## src/rtl/buscador_binario_8bits_if.sv

```systemverilog
// rtl/buscador_binario_8bits_if.sv - probe/flag handshake between the search engine and the comparator
interface buscador_binario_8bits_if #(
  parameter int LARGURA = 8
);
  logic [LARGURA-1:0] sonda;
  logic               sonda_valida;
  logic               flag_valida;
  logic               cmp_gt;
  logic               cmp_eq;
  logic               cmp_lt;

  modport master (
    output sonda, sonda_valida,
    input  flag_valida, cmp_gt, cmp_eq, cmp_lt
  );

  modport slave (
    input  sonda, sonda_valida,
    output flag_valida, cmp_gt, cmp_eq, cmp_lt
  );
endinterface

```

## src/rtl/buscador_binario_8bits.sv

```systemverilog
// rtl/buscador_binario_8bits.sv - binary-search engine that probes an external comparator
// and converges on its hidden operand
module buscador_binario_8bits #(
  parameter int LARGURA    = 8,
  parameter int MAX_PASSOS = 9
) (
  input  logic                  clk,
  input  logic                  rst_n,
  input  logic                  inicio,
  input  logic                  abortar,
  buscador_binario_8bits_if.master bus,
  output logic                  ocupado,
  output logic                  pronto,
  output logic                  encontrado,
  output logic                  erro,
  output logic [LARGURA-1:0]    resultado,
  output logic [3:0]            passos
);

  typedef enum logic [1:0] {OCIOSO, SONDA, ATUALIZA, FIM} estado_t;

  localparam logic [3:0]         PASSOS_MAX = 4'(MAX_PASSOS);
  localparam logic [LARGURA-1:0] UM         = {{(LARGURA-1){1'b0}}, 1'b1};

  estado_t            estado, estado_n;
  logic [LARGURA-1:0] lo, lo_n;
  logic [LARGURA-1:0] hi, hi_n;
  logic [LARGURA-1:0] sonda_r, sonda_n;
  logic [LARGURA-1:0] resultado_n;
  logic [3:0]         passos_n;
  logic               encontrado_n, erro_n;
  logic               f_gt, f_eq, f_lt;
  logic               f_gt_n, f_eq_n, f_lt_n;
  logic               um_so;

  // Midpoint with a carry bit so lo+hi never wraps.
  function automatic logic [LARGURA-1:0] meio(input logic [LARGURA-1:0] a,
                                              input logic [LARGURA-1:0] b);
    logic [LARGURA:0] soma;
    soma = {1'b0, a} + {1'b0, b};
    return LARGURA'(soma >> 1);
  endfunction

  assign um_so = (f_gt ^ f_eq ^ f_lt) && !(f_gt && f_eq && f_lt);

  always_comb begin
    estado_n     = estado;
    lo_n         = lo;
    hi_n         = hi;
    sonda_n      = sonda_r;
    resultado_n  = resultado;
    passos_n     = passos;
    encontrado_n = encontrado;
    erro_n       = erro;
    f_gt_n       = f_gt;
    f_eq_n       = f_eq;
    f_lt_n       = f_lt;

    case (estado)
      OCIOSO: begin
        if (inicio) begin
          lo_n         = '0;
          hi_n         = '1;
          sonda_n      = meio('0, '1);
          passos_n     = 4'd0;
          encontrado_n = 1'b0;
          erro_n       = 1'b0;
          resultado_n  = '0;
          estado_n     = SONDA;
        end
      end

      SONDA: begin
        if (abortar) begin
          encontrado_n = 1'b0;
          erro_n       = 1'b0;
          estado_n     = OCIOSO;
        end else if (bus.flag_valida) begin
          f_gt_n   = bus.cmp_gt;
          f_eq_n   = bus.cmp_eq;
          f_lt_n   = bus.cmp_lt;
          passos_n = passos + 4'd1;
          estado_n = ATUALIZA;
        end
      end

      ATUALIZA: begin
        if (abortar) begin
          encontrado_n = 1'b0;
          erro_n       = 1'b0;
          estado_n     = OCIOSO;
        end else if (f_eq && um_so) begin
          resultado_n  = sonda_r;
          encontrado_n = 1'b1;
          estado_n     = FIM;
        end else if (!um_so || passos >= PASSOS_MAX) begin
          erro_n   = 1'b1;
          estado_n = FIM;
        end else if (f_gt) begin
          // A "greater" answer at the lower bound means the comparator contradicted itself.
          if (sonda_r == lo) begin
            erro_n   = 1'b1;
            estado_n = FIM;
          end else begin
            hi_n     = sonda_r - UM;
            sonda_n  = meio(lo, sonda_r - UM);
            estado_n = SONDA;
          end
        end else begin
          if (sonda_r == hi) begin
            erro_n   = 1'b1;
            estado_n = FIM;
          end else begin
            lo_n     = sonda_r + UM;
            sonda_n  = meio(sonda_r + UM, hi);
            estado_n = SONDA;
          end
        end
      end

      FIM: begin
        estado_n = OCIOSO;
      end

      default: begin
        estado_n = OCIOSO;
      end
    endcase
  end

  always_ff @(posedge clk) begin
    if (!rst_n) begin
      estado     <= OCIOSO;
      lo         <= '0;
      hi         <= '1;
      sonda_r    <= '0;
      resultado  <= '0;
      passos     <= 4'd0;
      encontrado <= 1'b0;
      erro       <= 1'b0;
      f_gt       <= 1'b0;
      f_eq       <= 1'b0;
      f_lt       <= 1'b0;
    end else begin
      estado     <= estado_n;
      lo         <= lo_n;
      hi         <= hi_n;
      sonda_r    <= sonda_n;
      resultado  <= resultado_n;
      passos     <= passos_n;
      encontrado <= encontrado_n;
      erro       <= erro_n;
      f_gt       <= f_gt_n;
      f_eq       <= f_eq_n;
      f_lt       <= f_lt_n;
    end
  end

  assign bus.sonda        = sonda_r;
  assign bus.sonda_valida = (estado == SONDA);
  assign ocupado          = (estado == SONDA) || (estado == ATUALIZA);
  assign pronto           = (estado == FIM);

endmodule
```

## src/flat_wrapper.sv

```systemverilog
// flat-port wrapper written by rule: the top's interface ports become plain ports
module buscador_binario_8bits_flat 
#(
  parameter int LARGURA    = 8,
  parameter int MAX_PASSOS = 9
)
  (clk, rst_n, inicio, abortar, ocupado, pronto, encontrado, erro, resultado, passos, bus_sonda, bus_sonda_valida, bus_flag_valida, bus_cmp_gt, bus_cmp_eq, bus_cmp_lt);
  buscador_binario_8bits_if #(.LARGURA(LARGURA)) bus_i ();
  input  logic clk;
  input  logic rst_n;
  input  logic inicio;
  input  logic abortar;
  output logic ocupado;
  output logic pronto;
  output logic encontrado;
  output logic erro;
  output logic [LARGURA-1:0] resultado;
  output logic [3:0] passos;
  output wire logic [$bits(bus_i.sonda)-1:0] bus_sonda;
  output wire logic [$bits(bus_i.sonda_valida)-1:0] bus_sonda_valida;
  input wire logic [$bits(bus_i.flag_valida)-1:0] bus_flag_valida;
  input wire logic [$bits(bus_i.cmp_gt)-1:0] bus_cmp_gt;
  input wire logic [$bits(bus_i.cmp_eq)-1:0] bus_cmp_eq;
  input wire logic [$bits(bus_i.cmp_lt)-1:0] bus_cmp_lt;
  assign bus_sonda = bus_i.sonda;
  assign bus_sonda_valida = bus_i.sonda_valida;
  assign bus_i.flag_valida = bus_flag_valida;
  assign bus_i.cmp_gt = bus_cmp_gt;
  assign bus_i.cmp_eq = bus_cmp_eq;
  assign bus_i.cmp_lt = bus_cmp_lt;
  buscador_binario_8bits #(.LARGURA(LARGURA), .MAX_PASSOS(MAX_PASSOS)) u_core (.clk(clk), .rst_n(rst_n), .inicio(inicio), .abortar(abortar), .bus(bus_i), .ocupado(ocupado), .pronto(pronto), .encontrado(encontrado), .erro(erro), .resultado(resultado), .passos(passos));
endmodule
```

## config.mk

```make
export PLATFORM = sky130hd
export DESIGN_NAME = buscador_binario_8bits_flat
export DESIGN_NICKNAME = d
export VERILOG_FILES = /design/src/rtl/buscador_binario_8bits_if.sv /design/src/rtl/buscador_binario_8bits.sv /design/src/flat_wrapper.sv
export SDC_FILE = /design/constraint.sdc
export NUM_CORES = 1
export LEC_CHECK = 0
export ABC_AREA = 1
export CAP_MARGIN = 20
export CORE_MARGIN = 2
export CORE_UTILIZATION = 35
export DETAILED_ROUTE_END_ITERATION = 6
export PLACE_DENSITY = 0.6
export SLEW_MARGIN = 10
export SYNTH_ARGS = -nofsm -noshare
export SYNTH_HDL_FRONTEND = slang
export SYNTH_SLANG_ARGS = --single-unit
```

## constraint.sdc

```tcl
create_clock -name clk -period 3.3 [get_ports clk]
set_clock_uncertainty 0.15 [all_clocks]
set_input_delay 0.825 -clock clk [delete_from_list [all_inputs] [get_ports clk]]
set_output_delay 0.825 -clock clk [all_outputs]
set_load 0.01 [all_outputs]
```

---- Yosys cells after proc, flatten, opt, wreduce, memory -nomap -nowiden ----
Cells that the tools add are included.
storage, ports and cells
  bits in registers ....................... 43
  output and inout bits ................... 25
  bits of input ports ..................... 8
operators by class
  reductions and logical operators ........ 21
  order comparisons ....................... 1
  bitwise gates (word level) .............. 3
  equal/unequal tests ..................... 24
  add/sub/neg operators ................... 5
  muxes and demuxes ....................... 51
operator list
  cell                   number
  $mux W8                21
  $pmux W8 S2            4
  $reduce_and A7 Y1      3
  $add A8 B8 Y9          2
  $mux W2                9
  $ne A2 B2 Y1 const B   9
  $eq A8 B8 Y1           2
  $mux W4                3
  $reduce_and A4 Y1      3
  $mux W1                10
  $ne A3 B2 Y1 const B   3
  $add A8 B1 Y8 const B  1
  $pmux W2 S4            1
  $pmux W4 S2            1
  $sub A8 B1 Y8 const B  1
  $ne A2 B1 Y1 const B   3
  $ne A3 B3 Y1 const B   2
  $pmux W1 S3            2
  $reduce_and A6 Y1      1
  $ne A5 B2 Y1 const B   1
  $ne A5 B5 Y1 const B   1
  $add A4 B1 Y4 const B  1
  $eq A2 B2 Y1 const B   2
  $ge A4 B4 Y1 const B   1
  11 further kinds       18

---- Depth between registers and ports, before layout ----
  depth in word-level cells ............... 10
  gate-level depth with buffers ........... 20

---- Worst setup path after synthesis ----
OpenSTA, ideal clock, no wires.
  path kind ............................... register to register
  start ................................... register u_core.sonda_r[0] (netlist: u_core.bus.sonda[0])
  end ..................................... register u_core.sonda_r[6] (netlist: u_core.bus.sonda[6])
  data arrival time ....................... 2,194 ps
  library setup time ...................... 113 ps
  data required time ...................... 3,037 ps
  cell stages (with the launch flop) ...... 17
  buffers on the path ..................... 0
  path slack .............................. 843 ps
  cell sequence ........................... dfxtp_1 -> inv_1 -> ha_1 -> nand2_1 -> nor2_1 -> xor2_1 -> ha_1 -> nand2_1 -> nand2_1 -> nand2_1 -> nand2_1 -> a21oi_1 -> nand3b_1 -> nand3_1 -> nand3_1 -> nor2_1 -> nor2_1
between the ends
  cells in the longest elaborated chain, start to end .. 8
RTL lines
  what                                            line                                                          text
  start: declaration                              buscador_binario_8bits.sv:28                                  logic [LARGURA-1:0] sonda_r, sonda_n;
  start signal: assignment                        buscador_binario_8bits.sv:148                                 sonda_r <= sonda_n;
  $add A8 B1 Y8 or $sub A8 B1 Y8 (tied branches)  buscador_binario_8bits.sv:115, buscador_binario_8bits.sv:106
  $add A8 B8 Y9                                   buscador_binario_8bits.sv:40                                  soma = {1'b0, a} + {1'b0, b};
  $mux W8 (on tied branches)                      buscador_binario_8bits.sv:110, buscador_binario_8bits.sv:101
  $mux W8                                         buscador_binario_8bits.sv:99                                  end else if (f_gt) begin
  $mux W8                                         buscador_binario_8bits.sv:96                                  end else if (!um_so || passos >= PASSOS_MAX) begin
  $mux W8                                         buscador_binario_8bits.sv:92                                  end else if (f_eq && um_so) begin
  $mux W8                                         buscador_binario_8bits.sv:88                                  if (abortar) begin
  $pmux W8 S2                                     buscador_binario_8bits.sv:59                                  case (estado)
Parallel ways exist; a longest one is shown, timed or not. The select of a mux whose other input is x is not followed.
A chain may end at the register's enable or synchronous reset.

---- Worst setup path after layout ----
  start ................................... register u_core.sonda_r[1] (netlist: u_core.bus.sonda[1])
  end ..................................... register u_core.sonda_r[6] (netlist: u_core.bus.sonda[6])
Same word-level chain as after synthesis.

==> metrics.yaml <==
status:
  status: "finished clean"
clock_tree:
  postCtsSetupBuffers: 0
  cts.hold.buffers_added: 0
  cts_buffers: 5
  clk_latency_ns: 0.30
  cts_tree: "done"
  clockBufferDepth: 2
  cts_repair_resize_count: 0
  clock-root-buffer: "clkbuf_8"
  cts.sinks: 43
  htreeDepth: 2
  path_clk_slew_ns: 0.08
critical_path:
  crit_family: "simple AND/OR/NAND/NOR gates"
  max_stage_delay_ns: 0.48
  worst_ep_required_time_ns: 3.35
  startpoint_type: "register"
  path_buf_inv: 4
  cp_cell_sequence: "ha_1 -> nand2_1 -> inv_1 -> nand2_1 -> nor2_1 -> inv_1 -> nand2_1 -> inv_1 -> ha_1 -> nand2_1 -> nand2_1 -> inv_1 -> o21ai_0 -> a21oi_1 -> nand2_1 -> nand2_1 -> nand3_1 -> nand3_1 -> nor2_1 -> nor2_1"
  cp_slowest_cell: "dfxtp_1"
  path_class: "register to register"
  path_max_fanout: 7
  cpMostUsedCell: "nand2_1"
  crit_path_end_kind: "register"
  reg2reg_slack_ns: 0.52
  cp.arrival_ns: 2.83
synthesis:
  synth_top_family_by_area: "simple AND/OR/NAND/NOR gates"
  synthDistinctLibCells: 40
  synth_ff_type: "dfxtp_1"
  synthXorXnorAreaFrac: 0.0267
  ys_ff_latch: 43
  muxShareOfSynthArea: 0
  synth_compound_area_frac: 0.160
  synth-seq-area-share: 0.262
  synth-simple-area-share: 0.308
  avgSynthCellArea_um2: 6.71
  synth_edf_count: 0
  syn_area_um2: 3280
  synthAdderAreaFrac: 0.123
  synth_warnings: 0
  syn_nets: 528
  syn_inst: 489
  async_flop_share: 0
pwr:
  p_leak_nw: 1.71
  ir_drop_uv: 248
  p_per_area_nw_per_um2: 504
final_layout:
  stdcell_count: 628
  antennaDiodeCount: 0
  drive_gt1_frac: 0.0948
  area_delta_synth_final_pct: 13.0
  fin_nets: 555
floorplan:
  fp.coreArea_um2: 9150
  io_pins: 33
  std_cell_rows: 35
  start_util: 0.358
  die_y_um: 101
  die_w_um: 101
  die_area_um2: 10200
global_routing:
  grt_pass1_vias: 3028
  grt_max_degree: 23
  grt_pass1_wl_um: 14500
  grt_usage: 0.182
  antenna_found_initial: 0
  grt_overflow: 0
timing:
  final_hold_viol_count: 0
  fin_crit_ns: 2.78
  final.setup.tns_ns: 0
  maxSlewHeadroom: 0.484
  fmax_mhz: 360
  fin_crit_sh: 0.842
  worstMarginPinSlew_ns: 0.773
  drv_slew: 0
  rsz0062_at_grt: "false"
  setup_viol: 0
route:
  vias_per_cell: 5.00
  ant_nets: 0
  drc_errors: 0
  num_vias: 3138
  routedWlPerCell_um: 13.7
  drt_iter0_drc: 171
  wl_um: 8620
  drt_first_pass_iters: 4
place:
  dp.cells: 620
  io_buffer_count: 32
  hpwlAfterDp_um: 6680
  gp_congestion: 0.883
flow_run:
  drv_cap: 0
min_path:
  hold_path_class: "register to register"
[where the power goes]
part | total [mW] | internal, mW | switching (mW)
Sequential | 0.647 | 0.570 | 0.0763
Combinational | 0.889 | 0.334 | 0.554
Clock | 0.333 | 0.149 | 0.184
[routing by layer]
layer | up-vias | part of all wire | track usage | wire length (µm)
met3 | 20 | 0.042 | 0.0291 | 364
met2 | 85 | 0.48 | 0.318 | 4140
met4 | 0 | 0.033 | 0.0653 | 281
li1 | 1621 | - | - | -
met5 | - | 0 | 0 | 0
met1 | 1412 | 0.44 | 0.224 | 3830
[synth_stat cells, types with 2 or more instances]
master,number,area [µm²]
nand2_1,134,503
inv_1,59,221
a21oi_1,44,220
dfxtp_1,43,861
nor2_1,37,139
nand3_1,33,165
ha_1,29,363
o21ai_0,21,105
nand2_2,8,50.1
xor2_1,8,70.1
inv_2,7,26.3
o211ai_2,6,75.1
buf_6,5,56.3
nor2_2,5,31.3
o21ai_1,5,25.0
nor3_1,4,20.0
o21ai_2,4,35.0
clkbuf_1,3,11.3
nand4_1,3,18.8
or2_2,3,18.8
a211oi_1,2,15.0
buf_2,2,10.0
buf_4,2,15.0
clkbuf_8,2,27.5
fa_1,2,40.0
nand2_4,2,22.5
o211ai_1,2,15.0
xnor2_1,2,17.5
[final cells by class]
cell class / count / area, µm²
clock buffer: 7 / 76.3
clock inverter: 1 / 5.00
fill: 940 / 5450
inverter: 68 / 258
multi-input combinational: 363 / 2030
sequential: 43 / 861
tap: 111 / 139
timing repair buffer: 35 / 343
[tightest hold or removal path, delay by kind of cell, from the launching register on]
kind / cells / cell delay (ns)
flops: 1 / 0.32
simple gates: 1 / 0.06
compound gates: 1 / 0.05
[path summary, 6_finish.rpt]
| kind | cells past startpoint | to | start |
|---|---|---|---|
| setup / recovery | 20 | u_core.bus.sonda[6] | u_core.bus.sonda[1] |
| setup reg to reg | 20 | u_core.bus.sonda[6] | u_core.bus.sonda[1] |
| hold reg to reg | 2 | u_core.resultado[7] | u_core.resultado[7] |
| hold / removal | 2 | u_core.resultado[7] | u_core.resultado[7] |
[placed cells by master, fill, tap and decap left out, types with 2 or more instances in the layout]
cell,count
o21ai_1,5
xnor2_1,2
fa_1,2
clkbuf_1,2
a211oi_1,2
inv_2,7
nand2_4,2
clkdlybuf4s50_1,32
nand2_1,134
clkbuf_8,5
o211ai_2,6
nand2_2,8
o21ai_2,4
ha_1,29
o21ai_0,21
xor2_1,8
inv_1,59
buf_4,3
or2_2,3
o211ai_1,2
nand3_1,33
nand4_1,3
nor2_1,37
nor2_2,5
nor3_1,4
dfxtp_1,43
a21oi_1,44
[cells by family after synthesis]
kind of cell	Yosys count
flip-flops	43
AO/OA/AOI/OAI	88
XOR/XNOR	10
adder cells (fa/ha/maj)	31
AND/OR/NAND/NOR	234
buffers and inverters	83
[registers in the layout, summed over array words and instances (netlist names)]
name,count
u_core.f_eq,1
u_core.passos,4
u_core.hi,8
u_core.resultado,8
u_core.f_lt,1
u_core.estado,2
u_core.lo,8
u_core.bus.sonda,8
u_core.encontrado,1
u_core.erro,1
u_core.f_gt,1
[metrics by stage]
stage                     power [mW]  hold WS (ns)  setup slack, ns   util  cell area (µm²)
after floorplan                 1.33         0.286            0.843      -             3280
after global placement          1.53         0.299            0.566  0.396             3630
after detailed placement        1.54         0.303            0.536  0.396             3630
after CTS                       1.88         0.319            0.534  0.405             3710
after global routing            2.04         0.336            0.161  0.405             3710
final                           1.87         0.315            0.521  0.405             3710
(Power assumes the default switching activity.)
